`src/rtl/seg_pkg.sv`:
```
// Shared types, defaults and helpers for the multi-channel 7-segment scan controller.
// The segment-off pattern is exported here so the downstream decoder uses the same value.
package seg_pkg;

    localparam int NUM_CH_DEF       = 2;
    localparam int DIGITS_DEF       = 4;
    localparam int CLK_DIV_DEF      = 50000;
    localparam int BLINK_FRAMES_DEF = 64;

    localparam int MAX_DIGITS = 32;

    localparam logic [6:0] SEG_OFF = 7'b000_0000;

    typedef enum logic {
        PHASE_VISIBLE = 1'b0,
        PHASE_BLANK   = 1'b1
    } blink_phase_e;

    function automatic int cnt_width(input int range);
        return (range > 1) ? $clog2(range) : 1;
    endfunction

    function automatic int nibble_idx(input int c, input int d, input int digits);
        return (c * digits + d) * 4;
    endfunction

    // Shift-based so that no wide variable index ever lands on a bit-select.
    function automatic logic [MAX_DIGITS-1:0] onehot(input int idx, input int digits);
        logic [MAX_DIGITS-1:0] r;
        r = '0;
        if (idx >= 0 && idx < digits && idx < MAX_DIGITS)
            r = {{(MAX_DIGITS-1){1'b0}}, 1'b1} << idx;
        return r;
    endfunction

endpackage

```
`src/rtl/seg_scan_ctrl_scan_timer.sv`:
```
// Digit-slot prescaler and digit index for the scan controller.
// frame is registered, so it lines up with the edge that moves the display to digit 0.
module scan_timer
    import seg_pkg::*;
#(
    parameter int DIGITS  = DIGITS_DEF,
    parameter int CLK_DIV = CLK_DIV_DEF
) (
    input  logic                         clk,
    input  logic                         reset,
    output logic                         tick,
    output logic                         wrap,
    output logic                         frame,
    output logic [cnt_width(DIGITS)-1:0] idx
);

    localparam int PW = cnt_width(CLK_DIV);
    localparam int IW = cnt_width(DIGITS);

    logic [PW-1:0] pre;
    logic [IW-1:0] idx_nxt;

    assign tick = (pre == PW'(CLK_DIV - 1));
    assign wrap = tick && (idx == IW'(DIGITS - 1));

    always_comb begin
        idx_nxt = idx;
        if (tick)
            idx_nxt = wrap ? '0 : idx + 1'b1;
    end

    always_ff @(posedge clk) begin
        if (reset) begin
            pre   <= '0;
            idx   <= '0;
            frame <= 1'b0;
        end else begin
            pre   <= tick ? '0 : pre + 1'b1;
            idx   <= idx_nxt;
            frame <= wrap;
        end
    end

endmodule

```
`src/rtl/seg_scan_ctrl.sv`:
```
// Multi-channel 7-segment scan controller: double-buffered display data swapped at frame
// boundaries, per-channel leading-zero blanking and a globally phased blink.
module seg_scan_ctrl
    import seg_pkg::*;
#(
    parameter int NUM_CH       = NUM_CH_DEF,
    parameter int DIGITS       = DIGITS_DEF,
    parameter int CLK_DIV      = CLK_DIV_DEF,
    parameter int BLINK_FRAMES = BLINK_FRAMES_DEF
) (
    input  logic                       clk,
    input  logic                       reset,
    input  logic                       load,
    input  logic [NUM_CH*DIGITS*4-1:0] load_data,
    output logic                       load_ready,
    input  logic [NUM_CH-1:0]          blank_lz,
    input  logic [NUM_CH-1:0]          blink_en,
    output logic [NUM_CH*4-1:0]        LEDx,
    output logic [NUM_CH-1:0]          blank,
    output logic [DIGITS-1:0]          ct,
    output logic                       frame
);

    localparam int DW = NUM_CH * DIGITS * 4;
    localparam int IW = cnt_width(DIGITS);
    localparam int BW = cnt_width(BLINK_FRAMES);

    logic          tick;
    logic          wrap;
    logic [IW-1:0] idx;
    logic [IW-1:0] idx_nxt;

    logic [DW-1:0] active;
    logic [DW-1:0] shadow;
    logic [DW-1:0] active_nxt;
    logic          pending;

    logic [BW-1:0] bcnt;
    logic [BW-1:0] bcnt_nxt;
    blink_phase_e  phase;
    blink_phase_e  phase_nxt;

    logic [3:0]        nib_nxt [NUM_CH][DIGITS];
    logic [DIGITS-1:0] lz_mask [NUM_CH];

    logic [NUM_CH*4-1:0] led_d;
    logic [NUM_CH-1:0]   blank_d;
    logic [DIGITS-1:0]   ct_d;

    scan_timer #(
        .DIGITS  (DIGITS),
        .CLK_DIV (CLK_DIV)
    ) u_timer (
        .clk   (clk),
        .reset (reset),
        .tick  (tick),
        .wrap  (wrap),
        .frame (frame),
        .idx   (idx)
    );

    always_comb begin
        idx_nxt = idx;
        if (tick)
            idx_nxt = wrap ? '0 : idx + 1'b1;
    end

    // Outputs are built from the post-swap buffer so new data appears exactly on digit 0.
    assign active_nxt = (wrap && pending) ? shadow : active;
    assign load_ready = ~pending;

    always_ff @(posedge clk) begin
        if (reset) begin
            active  <= '0;
            shadow  <= '0;
            pending <= 1'b0;
        end else if (wrap && pending) begin
            active  <= shadow;
            pending <= 1'b0;
        end else if (load && !pending) begin
            shadow  <= load_data;
            pending <= 1'b1;
        end
    end

    always_comb begin
        bcnt_nxt  = bcnt;
        phase_nxt = phase;
        if (wrap) begin
            if (bcnt == BW'(BLINK_FRAMES - 1)) begin
                bcnt_nxt  = '0;
                phase_nxt = (phase == PHASE_VISIBLE) ? PHASE_BLANK : PHASE_VISIBLE;
            end else begin
                bcnt_nxt = bcnt + 1'b1;
            end
        end
    end

    always_ff @(posedge clk) begin
        if (reset) begin
            bcnt  <= '0;
            phase <= PHASE_VISIBLE;
        end else begin
            bcnt  <= bcnt_nxt;
            phase <= phase_nxt;
        end
    end

    // A digit above 0 is a leading zero when it and every digit above it are zero.
    for (genvar c = 0; c < NUM_CH; c++) begin : g_ch
        for (genvar d = 0; d < DIGITS; d++) begin : g_dig
            assign nib_nxt[c][d] = active_nxt[nibble_idx(c, d, DIGITS) +: 4];
            if (d == 0) begin : g_lsd
                assign lz_mask[c][d] = 1'b0;
            end else begin : g_upper
                assign lz_mask[c][d] =
                    (active_nxt[nibble_idx(c, DIGITS, DIGITS)-1 : nibble_idx(c, d, DIGITS)] == '0);
            end
        end

        assign led_d[c*4 +: 4] = nib_nxt[c][idx_nxt];
        assign blank_d[c]      = (blank_lz[c] & lz_mask[c][idx_nxt])
                               | (blink_en[c] & (phase_nxt == PHASE_BLANK));
    end

    assign ct_d = DIGITS'(onehot(int'(idx_nxt), DIGITS));

    always_ff @(posedge clk) begin
        if (reset) begin
            ct    <= {{(DIGITS-1){1'b0}}, 1'b1};
            LEDx  <= '0;
            blank <= '1;
        end else begin
            ct    <= ct_d;
            LEDx  <= led_d;
            blank <= blank_d;
        end
    end

endmodule

```
`config.mk`:
```
export PLATFORM = sky130hd
export DESIGN_NAME = seg_scan_ctrl
export DESIGN_NICKNAME = d
export VERILOG_FILES = /design/src/rtl/seg_pkg.sv /design/src/rtl/seg_scan_ctrl_scan_timer.sv /design/src/rtl/seg_scan_ctrl.sv
export SDC_FILE = /design/constraint.sdc
export NUM_CORES = 1
export LEC_CHECK = 0
export ABC_AREA = 1
export BUFFER_PORTS_ARGS = -buffer_cell sky130_fd_sc_hd__clkbuf_2
export CELL_PAD_IN_SITES_DETAIL_PLACEMENT = 1
export CELL_PAD_IN_SITES_GLOBAL_PLACEMENT = 1
export CORE_MARGIN = 2
export CORE_UTILIZATION = 42
export CTS_CLUSTER_DIAMETER = 200
export DETAILED_ROUTE_END_ITERATION = 8
export PLACE_DENSITY = 0.87
export SLEW_MARGIN = 15
export SYNTH_ARGS = -nofsm -noshare
export SYNTH_HDL_FRONTEND = slang
export SYNTH_SLANG_ARGS = --single-unit
```
`constraint.sdc`:
```
create_clock -name clk -period 2.4 [get_ports clk]
set_input_delay 0.36 -clock clk [delete_from_list [all_inputs] [get_ports clk]]
set_output_delay 0.36 -clock clk [all_outputs]
set_load 0.02 [all_outputs]
```
Word level (Yosys, flattened, before mapping)
Index checks and enable logic that the tools add are counted.

$add $sub $neg: 3. Magnitude comparators: 2. Eq/ne operators: 3. Shift operators: 1. Mux-type cells: 17. Bitwise operators: 9. Reductions and logical operators: 13.

Operators by type and width (count): two-way mux 32 bit (1); logical NOT 12 bit (2); adder 16 x 1 -> 16 bit (second input constant) (1); binary-select mux 4 bit (select 2 bit) (2); == test 16 bit (second input constant) (1); logical NOT 8 bit (2); two-way mux 4 bit (4); logical NOT 4 bit (2); adder 6 x 1 -> 6 bit (second input constant) (1); == test 6 bit (second input constant) (1); two-way mux 6 bit (1); two-way mux 1 bit (5); bitwise AND 1 bit (4); binary-select mux 1 bit (select 2 bit) (2); two-way mux 2 bit (2); OR reduction 2 bit (2); << shifter 1 x 2 -> 4 bit (first input constant) (1); >= comparator 3 bit (second input constant) (1); logical AND 1 bit (3); less-than comparator 2 x 3 -> 1 bit (second input constant) (1); inverter 2 -> 3 bit (1); adder 2 x 1 -> 2 bit (second input constant) (1); == test 2 bit (second input constant) (1); inverter 1 bit (2); other kinds (3) (4).

Register bits: 105. Input port bits: 39. Output and inout bits: 16. Logic and storage cells: 59.

Longest topological paths before layout
Word-level depth: 9. Mapped depth: 13.

Cells and area by module
From an unflattened synthesis, not the netlist that was laid out.

Cells, all modules: 633. Area, all modules: 4495.6 um^2.

By module, submodules not included: seg_scan_ctrl (times used 1, cells an instance 482, area each 3483.3 um^2, seq. area each 1721.7 um^2); scan_timer (times used 1, cells an instance 151, area each 1012.2 um^2, seq. area each 380.4 um^2).

Worst setup path before layout
OpenSTA, ideal clock, no wires.

Path type: reg2reg. Start: reg u_timer.pre[0]. End: reg LEDx[4]. Data arrival time: 1.619 ns. Data required time: 2.275 ns. Slack: 0.656 ns. Stages on the path, launching flop included: 14. Path buffers: 1. Clock period less this slack: 1.744 ns. Cells stage by stage: dfxtp_1 -> ha_1 -> nand2_1 -> nor2_4 -> nand3_2 -> nor2_4 -> buf_6 -> nand2_1 -> o21ai_2 -> inv_1 -> nand2_1 -> inv_2 -> nand2_1 -> nand4_1.

Cells in the longest elaborated chain, start to end: 8. Elaborated cells between the ends (all ways): 10.

RTL lines: start, declared (RTL line seg_scan_ctrl_scan_timer.sv:20) `logic [PW-1:0] pre;`; start signal, assigned (RTL line seg_scan_ctrl_scan_timer.sv:38) `pre <= tick ? '0 : pre + 1'b1;`; == test 16 bit (*) (RTL line seg_scan_ctrl_scan_timer.sv:23) `assign tick = (pre == PW'(CLK_DIV - 1));`; logical AND 1 bit (RTL line seg_scan_ctrl_scan_timer.sv:24) `assign wrap = tick && (idx == IW'(DIGITS - 1));`; two-way mux 2 bit (RTL line seg_scan_ctrl.sv:65) `idx_nxt = wrap ? '0 : idx + 1'b1;`; two-way mux 2 bit; inverter 2 -> 3 bit (implied by the code) (RTL line seg_scan_ctrl.sv:121) `assign led_d[c*4 +: 4] = nib_nxt[c][idx_nxt];`; binary-select mux 4 bit (select 2 bit) (*) (RTL line seg_scan_ctrl.sv:121); two-way mux 4 bit (implied by the code) (*) (2 in a row) (RTL line seg_scan_ctrl.sv:121); end signal, assigned (RTL line seg_scan_ctrl.sv:135) `LEDx <= led_d;`; end, declared (RTL line seg_scan_ctrl.sv:18) `output logic [NUM_CH*4-1:0] LEDx,`.

Mark *: on every way between the ends. The rest lies on a longest branch, timed or not. The select of a mux whose other input is x is not followed. A chain may end at the register's enable or synchronous reset.

Final worst setup path
Start: reg u_timer.pre[0]. End: reg blank[1].

Cells in the longest elaborated chain, start to end: 9. Elaborated cells between the ends (all ways): 15.

RTL lines: == test 16 bit (*) (RTL line seg_scan_ctrl_scan_timer.sv:23); logical AND 1 bit (RTL line seg_scan_ctrl_scan_timer.sv:24); logical AND 1 bit (RTL line seg_scan_ctrl.sv:69) `assign active_nxt = (wrap && pending) ? shadow : active;`; two-way mux 32 bit; logical NOT 12 bit (tied with other cells) (RTL line seg_scan_ctrl.sv:117) `(active_nxt[nibble_idx(c, DIGITS, DIGITS)-1 : nibble_idx(c, d, DIGITS)] == '0);`; binary-select mux 1 bit (select 2 bit) (RTL line seg_scan_ctrl.sv:122) `assign blank_d[c] = (blank_lz[c] & lz_mask[c][idx_nxt])`; two-way mux 1 bit (implied by the code) (RTL line seg_scan_ctrl.sv:122); bitwise AND 1 bit (RTL line seg_scan_ctrl.sv:122); OR 1 bit (*) (RTL line seg_scan_ctrl.sv:123) `| (blink_en[c] & (phase_nxt == PHASE_BLANK));`; end signal, assigned (RTL line seg_scan_ctrl.sv:136) `blank <= blank_d;`; end, declared (RTL line seg_scan_ctrl.sv:19) `output logic [NUM_CH-1:0] blank,`.

Marks and branches as above.

==> results.py <==
metrics = {
    "finish": {
        "num_antenna_cells": 0,
        "areaGrowthSynthToFinish_pct": 13.27,
        "final_common_cell": "nand2_1",
        "final_cell_mix": "126 x nand2_1, 106 x nor2_1, 105 x dfxtp_1, 63 x inv_1, 54 x clkbuf_2",
        "drive_gt1_share_pct": 16.11,
        "final_design_area_no_fill_sq_um": 5007,
        "fin_util_pct": 48.72,
        "nets": 696,
        "nFillCells": 1366,
    },
    "global_routing": {
        "track_usage_pct": 22.39,
        "overflow": 0,
        "grt_max_degree": 26,
        "grt_pass1_vias": 4083,
        "grt_pass1_wl_mm": 19.96,
        "antenna_found_initial": 0,
    },
    "sta": {
        "tightest_slew_ps": 756.7,
        "fin_worst_skew_ps": 12.80,
        "final.min_clock_period_ps": 2124,
        "hold_violations": 0,
        "tns_ps": 0,
        "rsz0062_at_grt": "no",
        "whs_ps": 228.9,
        "fmax_mhz": 470.7,
        "slew_violations": 0,
        "timing.final.crit_share_pct": 88.52,
        "setup_violations": 0,
        "slew_headroom_pct": 49.50,
    },
    "detailed_routing": {
        "viasPerCell": 5.024,
        "drt_iter0_drc": 211,
        "final_antenna_net_count": 0,
        "drc": 0,
        "wl_mm": 12.18,
        "num_vias": 3989,
        "dr.pass1.iters": 4,
        "wl_per_cell_um": 15.34,
    },
    "logic_synthesis": {
        "synth.cell_area_sq_um": 4420,
        "synth_adder_area_share_pct": 0.8491,
        "yosysTopAreaCellShare_pct": 47.55,
        "synth_warnings": 0,
        "yosysTopAreaCell": "dfxtp_1",
        "syn-num-nets": 643,
        "synth.distinct_cells": 33,
        "synthSimpleGateAreaFrac_pct": 31.53,
        "syn_avg_cell_area_sq_um": 7.355,
        "muxShareOfSynthArea_pct": 0,
        "synth_top_family_by_area": "simple AND/OR/NAND/NOR gates",
        "synth_cells": 601,
        "yosysSeqAreaShare_pct": 47.55,
        "synth-seq-cells": 105,
        "synth_compound_area_share_pct": 10.05,
        "synthXorXnorAreaFrac_pct": 1.783,
        "synth_area_leaders": "dfxtp_1 48%, nand2_1 11%, nor2_1 9.0%",
    },
    "power": {
        "sw_frac_of_total_pct": 25.20,
        "clock_power_share_pct": 33.6,
        "ir_worst_vdd_mv": 0.3611,
        "combPwrFrac_pct": 6.3,
        "totalPowerFinal_mw": 3.041,
        "p_int_mw": 2.274,
        "leakage_nw": 2.115,
        "cellPowerDensity_nw_per_um2": 607.2,
        "p_seq_share_pct": 60.1,
        "p_sw_uw": 766.3,
    },
    "clocking": {
        "cts_setup_buffers": 0,
        "h-tree-depth": 3,
        "clk_path_buf_depth": 2,
        "cts_root_buf": "clkbuf_8",
        "clkLatencyLatePin_ps": 380,
        "clkSinkCount": 105,
        "cts_buffers": 9,
        "cts_tree": "yes",
        "clk_pin_slew_worst_paths_ps": 100,
    },
    "die": {
        "initial_utilization_pct": 43.01,
        "die_w_um": 106.6,
        "die_area_sq_um": 11360,
        "core_sq_um": 10280,
        "dieHeight_um": 106.6,
        "rows": 37,
        "io_pins": 55,
    },
    "run_status": {
        "status": "complete, no violations",
    },
    "place": {
        "dp_hpwl_mm": 9.474,
        "gp_congestion": 0.8406,
        "port_buffers": 54,
        "postPlaceCellArea_sq_um": 4831,
    },
    "worst_setup_path": {
        "cp_max_fo": 13,
        "timing_worst_setup_path_type": "reg -> reg",
        "cp.arrival_ps": 2460,
        "reg2reg_to": "blank[1]",
        "cp.required_ps": 2730,
        "reg2reg_depth": 12,
        "regToRegSetupSlack_ps": 280,
        "endpoint_kind": "register",
        "r2r_start": "u_timer.pre[0]",
        "critPathLaunchType": "register",
    },
    "hold_path": {
        "hp-class": "in -> reg",
        "min-delay-start": "load_data[1]",
        "holdPathEnd": "shadow[1]",
        "holdPathStages": 3,
    },
    "flow_run": {
        "max_cap_violations": 0,
    },
}
==> cell families after synthesis <==
| family | count (synthesis) |
|---|---|
| AO/OA/AOI/OAI | 86 |
| XOR/XNOR | 9 |
| AND/OR/NAND/NOR | 307 |
| flip-flops | 105 |
| buffers and inverters | 91 |
| adder cells (fa/ha/maj) | 3 |
==> timing repair <==
| action | CTS | global route |
|---|---|---|
| setup endpoints to repair | 0 | 7 |
| hold buffers | 0 | 0 |
| gates resized for setup | 0 | 1 |
==> cell usage after synthesis (all sizes together) <==
cell type  instances
nand2            130
nor2             118
dfxtp            105
inv               69
o21ai             50
a21oi             32
nand3             27
nand4             22
clkbuf            13
buf                9
xor2               8
nor3               7
ha                 3
a211oi             2
o21a               2
nand3b             1
nor3b              1
or2                1
xnor2              1
==> power by group through the flow <==
stage	Clock, mW	Combinational (mW)	Sequential [mW]
final	1.02	0.193	1.83
after global routing	1.11	0.221	1.83
after CTS	1.04	0.195	1.83
after detailed placement	0	0.193	1.87
after global placement	0	0.182	1.87
after floorplan	0	0.117	1.86
==> stage by stage <==
stage	setup WS, ps	cells
after global placement	396.2	779
after floorplan	655.7	601
after CTS	215.8	794
after detailed placement	239.3	779
after global routing	11.21	794
final	275.5	794
==> final cells by class <==
cell class | count | area [sq um] | share of cell area [%]
clock inverters | 3 | 26.28 | 0.5247
multi-input cells | 405 | 1959 | 39.13
flip-flops and latches | 105 | 2102 | 41.98
well taps | 136 | 170.2 | 3.398
repair buffers | 64 | 345.3 | 6.897
inverters | 69 | 259.0 | 5.172
clock buffers | 12 | 145.1 | 2.899
==> sequential cells by signal (all words and copies together), names as in the netlist <==
signal and flops:
LEDx 8, active 32, bcnt 6, blank 2
ct 4, pending 1, phase 1, shadow 32
u_timer.frame 1, u_timer.idx 2, u_timer.pre 16
==> critical path, stage by stage (launching register included) <==
cell     delay (ps)
dfxtp_1         360
ha_1            210
nand3_1         130
nor2_2          240
nand4_4         230
buf_4           260
nand2_1         100
nand2_1          90
nor2_1          160
nand3_1          90
nand2_1          70
nand3_1          80
nand2_1          60
==> per-layer routing <==
| metal | vias to the layer above | track usage [%] | wire length (um) |
|---|---|---|---|
| li1 | 2007 | - | - |
| met1 | 1889 | 28.30 | 5458 |
| met2 | 73 | 38.26 | 5982 |
| met3 | 20 | 4.012 | 508 |
| met4 | 0 | 8.071 | 230 |
| met5 | - | 0 | 0 |
==> how the worst max path moves through the flow <==
| stage | cells after the start | start | end | slack [ps] |
|---|---|---|---|---|
| after floorplan | 13 | u_timer.pre[0] | LEDx[4] | 660 |
| after global placement | 11 | u_timer.pre[0] | LEDx[0] | 400 |
| after detailed placement | 11 | u_timer.pre[0] | LEDx[0] | 240 |
| after CTS | 11 | u_timer.pre[0] | LEDx[0] | 220 |
| after global routing | 11 | u_timer.pre[0] | u_timer.pre[14] | 10 |
| final | 12 | u_timer.pre[0] | blank[1] | 280 |
No activity file was read; power rests on OpenSTA's default activity.
